$ cat src/rtl/obi_init_pkg.sv
// Shared types for the OBI data initiator.
// OBI_INIT_LOAD_ALIGN_EN adds load alignment metadata.
package obi_init_pkg;

  typedef enum logic [1:0] {
    SZ_BYTE = 2'd0,
    SZ_HALF = 2'd1,
    SZ_WORD = 2'd2
  } size_e;

  typedef struct packed {
    logic       we;
`ifdef OBI_INIT_LOAD_ALIGN_EN
    size_e      size;
    logic       sgn;
    logic [1:0] off;
`endif
  } rsp_meta_t;

  function automatic logic [3:0] be_gen(
    input logic [1:0] size,
    input logic [1:0] off
  );
    logic [3:0] be;
    be = 4'b0000;
    case (size)
      SZ_BYTE: be = 4'b0001 << off;
      SZ_HALF: be = 4'b0011 << {off[1], 1'b0};
      SZ_WORD: be = 4'b1111;
      default: be = 4'b0000;
    endcase
    return be;
  endfunction

endpackage

$ cat src/rtl/obi_rsp_fifo.sv
// Response metadata FIFO: circular buffer with
// wrap bits on both pointers to tell full from empty.
module obi_rsp_fifo
  import obi_init_pkg::*;
#(
  parameter int unsigned DEPTH = 4,
  parameter int unsigned WIDTH = 8
) (
  input  logic             clk_i,
  input  logic             rst_ni,
  input  logic             push_i,
  input  logic [WIDTH-1:0] wdata_i,
  input  logic             pop_i,
  output logic [WIDTH-1:0] rdata_o,
  output logic             full_o,
  output logic             empty_o
);

  localparam int unsigned IW = (DEPTH > 1) ? $clog2(DEPTH) : 1;

  logic [IW:0]      wr_q, wr_d;
  logic [IW:0]      rd_q, rd_d;
  logic [WIDTH-1:0] mem_q [DEPTH];

  function automatic logic [IW:0] ptr_nxt(input logic [IW:0] p);
    logic [IW:0] n;
    if (p[IW-1:0] == IW'(DEPTH - 1)) begin
      n = {~p[IW], {IW{1'b0}}};
    end else begin
      n = p + (IW+1)'(1);
    end
    return n;
  endfunction

  always_comb begin
    wr_d = wr_q;
    rd_d = rd_q;
    if (push_i) wr_d = ptr_nxt(wr_q);
    if (pop_i)  rd_d = ptr_nxt(rd_q);
  end

  always_ff @(posedge clk_i or negedge rst_ni) begin
    if (!rst_ni) begin
      wr_q <= '0;
      rd_q <= '0;
      for (int i = 0; i < int'(DEPTH); i++) begin
        mem_q[i] <= '0;
      end
    end else begin
      wr_q <= wr_d;
      rd_q <= rd_d;
      if (push_i) mem_q[wr_q[IW-1:0]] <= wdata_i;
    end
  end

  assign rdata_o = mem_q[rd_q[IW-1:0]];
  assign empty_o = (wr_q == rd_q);
  assign full_o  = (wr_q[IW-1:0] == rd_q[IW-1:0]) &&
                   (wr_q[IW] != rd_q[IW]);

endmodule

$ cat src/rtl/obi_data_initiator.sv
// OBI req/gnt/rvalid data initiator with in-order tagged responses.
// Optional load align/extend: define OBI_INIT_LOAD_ALIGN_EN.
module obi_data_initiator
  import obi_init_pkg::*;
#(
  parameter  int unsigned MAX_OUTSTANDING = 4,
  parameter  int unsigned TAG_W           = 4,
  localparam int unsigned CNT_W = $clog2(MAX_OUTSTANDING + 1)
) (
  input  logic             clk_i,
  input  logic             rst_ni,
  input  logic             cmd_valid_i,
  output logic             cmd_ready_o,
  input  logic [31:0]      cmd_addr_i,
  input  logic             cmd_we_i,
  input  logic [1:0]       cmd_size_i,
  input  logic             cmd_signed_i,
  input  logic [31:0]      cmd_wdata_i,
  input  logic [TAG_W-1:0] cmd_tag_i,
  output logic             data_req_o,
  output logic [31:0]      data_addr_o,
  output logic             data_we_o,
  output logic [31:0]      data_wdata_o,
  output logic [3:0]       data_be_o,
  input  logic             data_gnt_i,
  input  logic             data_rvalid_i,
  input  logic [31:0]      data_rdata_i,
  output logic             rsp_valid_o,
  output logic [31:0]      rsp_rdata_o,
  output logic [TAG_W-1:0] rsp_tag_o,
  output logic             rsp_we_o,
  output logic [CNT_W-1:0] outstanding_o,
  output logic             proto_err_o
);

  localparam int unsigned ENT_W = TAG_W + $bits(rsp_meta_t);

  logic             req_q, req_d;
  logic [31:0]      addr_q, addr_d;
  logic             we_q, we_d;
  logic [3:0]       be_q, be_d;
  logic [31:0]      wdata_q, wdata_d;
  logic [TAG_W-1:0] tag_q, tag_d;
  rsp_meta_t        meta_q, meta_d;
  logic [CNT_W-1:0] cnt_q, cnt_d;
  logic             err_q, err_d;
  logic             live_q;
  logic             rsp_valid_q, rsp_valid_d;
  logic [31:0]      rsp_rdata_q, rsp_rdata_d;
  logic [TAG_W-1:0] rsp_tag_q, rsp_tag_d;
  logic             rsp_we_q, rsp_we_d;

  logic             accept;
  logic             grant;
  logic             pop;
  logic             fifo_empty;
  logic             unused_full;
  logic [ENT_W-1:0] fifo_rdata;
  logic [TAG_W-1:0] pop_tag;
  rsp_meta_t        pop_meta;
  logic [CNT_W:0]   inflight;
  logic [31:0]      load_data;

  // live_q keeps ready low while in reset so every output reads 0
  assign inflight    = {1'b0, cnt_q} + (CNT_W+1)'(req_q);
  assign cmd_ready_o = live_q & (~req_q | data_gnt_i) &
                       (inflight < (CNT_W+1)'(MAX_OUTSTANDING));
  assign accept      = cmd_valid_i & cmd_ready_o;
  assign grant       = req_q & data_gnt_i;
  assign pop         = data_rvalid_i & ~fifo_empty;
  assign {pop_tag, pop_meta} = fifo_rdata;

  obi_rsp_fifo #(
    .DEPTH (MAX_OUTSTANDING),
    .WIDTH (ENT_W)
  ) u_fifo (
    .clk_i   (clk_i),
    .rst_ni  (rst_ni),
    .push_i  (grant),
    .wdata_i ({tag_q, meta_q}),
    .pop_i   (pop),
    .rdata_o (fifo_rdata),
    .full_o  (unused_full),
    .empty_o (fifo_empty)
  );

  always_comb begin
    req_d   = req_q;
    addr_d  = addr_q;
    we_d    = we_q;
    be_d    = be_q;
    wdata_d = wdata_q;
    tag_d   = tag_q;
    meta_d  = meta_q;
    if (grant) req_d = 1'b0;
    if (accept) begin
      req_d     = 1'b1;
      addr_d    = {cmd_addr_i[31:2], 2'b00};
      we_d      = cmd_we_i;
      be_d      = be_gen(cmd_size_i, cmd_addr_i[1:0]);
      wdata_d   = cmd_wdata_i << {cmd_addr_i[1:0], 3'b000};
      tag_d     = cmd_tag_i;
      meta_d.we = cmd_we_i;
`ifdef OBI_INIT_LOAD_ALIGN_EN
      meta_d.size = size_e'(cmd_size_i);
      meta_d.sgn  = cmd_signed_i;
      meta_d.off  = cmd_addr_i[1:0];
`endif
    end
  end

`ifdef OBI_INIT_LOAD_ALIGN_EN
  logic [31:0] sh;
  always_comb begin
    sh        = data_rdata_i >> {pop_meta.off, 3'b000};
    load_data = sh;
    case (pop_meta.size)
      SZ_BYTE: load_data = {{24{pop_meta.sgn & sh[7]}}, sh[7:0]};
      SZ_HALF: load_data = {{16{pop_meta.sgn & sh[15]}}, sh[15:0]};
      default: load_data = sh;
    endcase
    if (pop_meta.we) load_data = data_rdata_i;
  end
`else
  logic unused_sgn;
  assign unused_sgn = cmd_signed_i;
  assign load_data  = data_rdata_i;
`endif

  always_comb begin
    cnt_d       = cnt_q + CNT_W'(grant) - CNT_W'(pop);
    err_d       = err_q | (data_rvalid_i & fifo_empty);
    rsp_valid_d = pop;
    rsp_rdata_d = rsp_rdata_q;
    rsp_tag_d   = rsp_tag_q;
    rsp_we_d    = rsp_we_q;
    if (pop) begin
      rsp_rdata_d = load_data;
      rsp_tag_d   = pop_tag;
      rsp_we_d    = pop_meta.we;
    end
  end

  always_ff @(posedge clk_i or negedge rst_ni) begin
    if (!rst_ni) begin
      req_q       <= 1'b0;
      addr_q      <= '0;
      we_q        <= 1'b0;
      be_q        <= '0;
      wdata_q     <= '0;
      tag_q       <= '0;
      meta_q      <= '0;
      cnt_q       <= '0;
      err_q       <= 1'b0;
      live_q      <= 1'b0;
      rsp_valid_q <= 1'b0;
      rsp_rdata_q <= '0;
      rsp_tag_q   <= '0;
      rsp_we_q    <= 1'b0;
    end else begin
      req_q       <= req_d;
      addr_q      <= addr_d;
      we_q        <= we_d;
      be_q        <= be_d;
      wdata_q     <= wdata_d;
      tag_q       <= tag_d;
      meta_q      <= meta_d;
      cnt_q       <= cnt_d;
      err_q       <= err_d;
      live_q      <= 1'b1;
      rsp_valid_q <= rsp_valid_d;
      rsp_rdata_q <= rsp_rdata_d;
      rsp_tag_q   <= rsp_tag_d;
      rsp_we_q    <= rsp_we_d;
    end
  end

  assign data_req_o    = req_q;
  assign data_addr_o   = addr_q;
  assign data_we_o     = we_q;
  assign data_be_o     = be_q;
  assign data_wdata_o  = wdata_q;
  assign rsp_valid_o   = rsp_valid_q;
  assign rsp_rdata_o   = rsp_rdata_q;
  assign rsp_tag_o     = rsp_tag_q;
  assign rsp_we_o      = rsp_we_q;
  assign outstanding_o = cnt_q;
  assign proto_err_o   = err_q;

endmodule
$ cat config.mk
export PLATFORM = sky130hd
export DESIGN_NAME = obi_data_initiator
export DESIGN_NICKNAME = d
export VERILOG_FILES = /design/src/rtl/obi_init_pkg.sv /design/src/rtl/obi_rsp_fifo.sv /design/src/rtl/obi_data_initiator.sv
export SDC_FILE = /design/constraint.sdc
export NUM_CORES = 1
export LEC_CHECK = 0
export ABC_AREA = 1
export CAP_MARGIN = 10
export CELL_PAD_IN_SITES_DETAIL_PLACEMENT = 1
export CELL_PAD_IN_SITES_GLOBAL_PLACEMENT = 1
export CORE_UTILIZATION = 30
export CTS_BUF_LIST = sky130_fd_sc_hd__clkbuf_8 sky130_fd_sc_hd__clkbuf_16
export DETAILED_ROUTE_END_ITERATION = 10
export GPL_TIMING_DRIVEN = 0
export MAX_ROUTING_LAYER = met4
export PLACE_DENSITY_LB_ADDON = 0.1
export SETUP_SLACK_MARGIN = 0.15
export SLEW_MARGIN = 5
export SYNTH_ARGS = -nofsm -noshare
export SYNTH_HDL_FRONTEND = slang
export SYNTH_HIERARCHICAL = 1
export SYNTH_SLANG_ARGS = --single-unit
export TNS_END_PERCENT = 1
$ cat constraint.sdc
create_clock -name clk_i -period 2.9 [get_ports clk_i]
set_input_delay 0.58 -clock clk_i [delete_from_list [all_inputs] [get_ports clk_i]]
set_output_delay 0.58 -clock clk_i [all_outputs]
set_load 0.01 [all_outputs]
==> flow_summary.toml <==
[synth]
syn_avg_cell_area_um2 = 8.07
synth_area_mm2 = 0.00673
synth_cells = 834
ys_warn_count = 6

[setup_path]
cp.arrival_ns = 2.15
path_class = "reg -> out"
end_kind = "output port"
critPathLaunchType = "flop"
cp_max_fo = 10
cp.required_ns = 2.32

[place]
post-place-cells = 1331
dp_slack_ns = -0.203
portBuffers = 215
globalplace.congestion = 0.883
hpwlAfterDp_mm = 16.6

[clock_tree]
cts_setup_buffers = 0
clkSinkCount = 141
cts_tree = "built"
htreeDepth = 4
hold_buffers = 0
numCtsBuffers = 17
clk_latency_ns = 0.43
cts-root-buf = "clkbuf_16"
clk_pin_slew_worst_paths_ns = 0.06
clock_path_buffers = 2

[routing]
wl_per_cell_um = 16.5
vias = 6344
final_antenna_net_count = 0
dr.pass1.iters = 4
drt-total-wl_mm = 22.5
initialDrtViolationCount = 201
drc_errors = 0
avgViaCountPerCell = 4.65

[power_and_ir_drop]
p_per_area_mw_per_mm2 = 982
p_leak_nw = 4.88
p_total_mw = 9.68
vdd_drop_max_uv = 351

[sta]
skew_ns = 0.0126
drv_slew = 0
fin_crit_sh_pct = 94.0
rsz0062_at_grt = "true"
finalSetupViolCount = 0
hold-worst-slack_ns = 0.0996
finalWorstSetupSlack_ns = 0.174
report.final.hold_viol_count = 0
tightest_slew_ns = 0.683
max_slew_margin_pct = 54.4
max_clock_freq_ghz = 0.367
fin_crit_ns = 2.73

[floorplan]
die_w_um = 152
num_io_pins = 222
core-area_mm2 = 0.0219
initial_core_util_pct = 30.7
dieHeight_um = 152
rows = 54
die_area_mm2 = 0.0230

[hold_path]
hp-class = "in -> async"

[global_route]
grt_pass1_wl_mm = 34.6
grt_max_degree = 73
antenna_found_initial = 1
grt_pass1_vias = 6454
grt_overflow_total = 0
grtUsageTotal_pct = 20.4

[final_layout]
drive_gt1_share_pct = 8.40
layout.cells.non_filler = 1364
nFillCells = 2658
final-seq-area_mm2 = 0.00353
area_growth_pct = 46.4
multi_input_area_mm2 = 0.00272
fin_nets = 1188

[outcome]
status = "finished clean"

[run]
cap_violations = 0
[layout make-up]
type	count	area share (%)
antenna	1	0.0254
buffer	53	3.31
clock buffer	17	4.32
clock inverter	15	1.55
inverter	44	1.70
multi-input combinational	597	27.6
sequential	141	35.8
tap	280	3.55
timing repair buffer	216	22.2
[worst max-delay path, stage by stage (launching register included)]
cell	delay (ns)
dfrtp_1	0.45
nand3_2	0.13
nand2_4	0.18
clkbuf_4	0.25
nand2_1	0.07
nor2_1	0.09
clkdlybuf4s50_1	0.54
[sequential cells by signal, summed over array words and instances (netlist names), 4 cells and up]
register and flops:
data_wdata_o 32, data_be_o 4, rsp_rdata_o 32, tag_q 4, u_fifo/mem_q 20, rsp_tag_o 4, data_addr_o 30
[layer usage]
layer  GRT usage, %  part of all wire (%)  vias to the layer above
met4           6.04                   1.2                        0
met5              -                     0                        -
li1               -                     -                     3135
met1           25.4                    45                     3047
met3           3.53                   3.9                       21
met2           33.9                    50                      141
[stage by stage]
stage / cell area [um^2] / setup TNS, ns / utilization (%)
finish: 9860 / 0 / 45.0
global route: 9860 / 0 / 45.0
CTS: 9850 / 0 / 45.0
detailed placement: 9270 / -0.351 / 42.3
global placement: 9240 / -690.91 / 42.2
floorplan: 6740 / 0 / -
[placed cells by master, fill, tap and decap left out, types with 3 or more instances in the layout]
cell type        count
nand2_1            396
clkdlybuf4s50_1    214
dfrtp_1            139
nand4_1             72
inv_1               41
nand3_1             41
buf_2               20
o21ai_0             20
nor2_1              19
clkbuf_1            18
clkbuf_16           17
buf_6               10
nor3_1               8
ha_1                 8
nand2_2              8
clkinv_4             6
o21ai_2              6
or2_1                5
inv_2                3
conb_1               3
clkinvlp_4           3
[final timing paths]
| check | from | to | slack (ns) | cells past startpoint |
|---|---|---|---|---|
| max | outstanding_o[1] | cmd_ready_o | 0.17 | 6 |
| min | rst_ni | u_fifo/wr_q[2] | 0.1 | 1 |
| max reg2reg | u_fifo/rd_q[1] | outstanding_o[1] | 0.37 | 11 |
| min reg2reg | proto_err_o | proto_err_o | 0.46 | 1 |
| max in group asynchronous | rst_ni | data_wdata_o[29] | 2.05 | 2 |
| min in group clk_i | proto_err_o | proto_err_o | 0.46 | 1 |
[report_power, final]
group / internal (mW) / switching [mW] / total [mW] / leakage (nW)
combinational: 2.02 / 2.13 / 4.15 / 2.83
clock: 1.26 / 0.897 / 2.16 / 0.281
sequential: 2.83 / 0.546 / 3.37 / 1.77
total: 6.11 / 3.57 / 9.68 / 4.88
[repair_timing]
item | CTS | global route
pin swaps | 0 | 0
gates resized for setup | 1 | 4
endpoints found under the setup margin | 3 | 3
No activity file was read; power rests on OpenSTA's default activity.
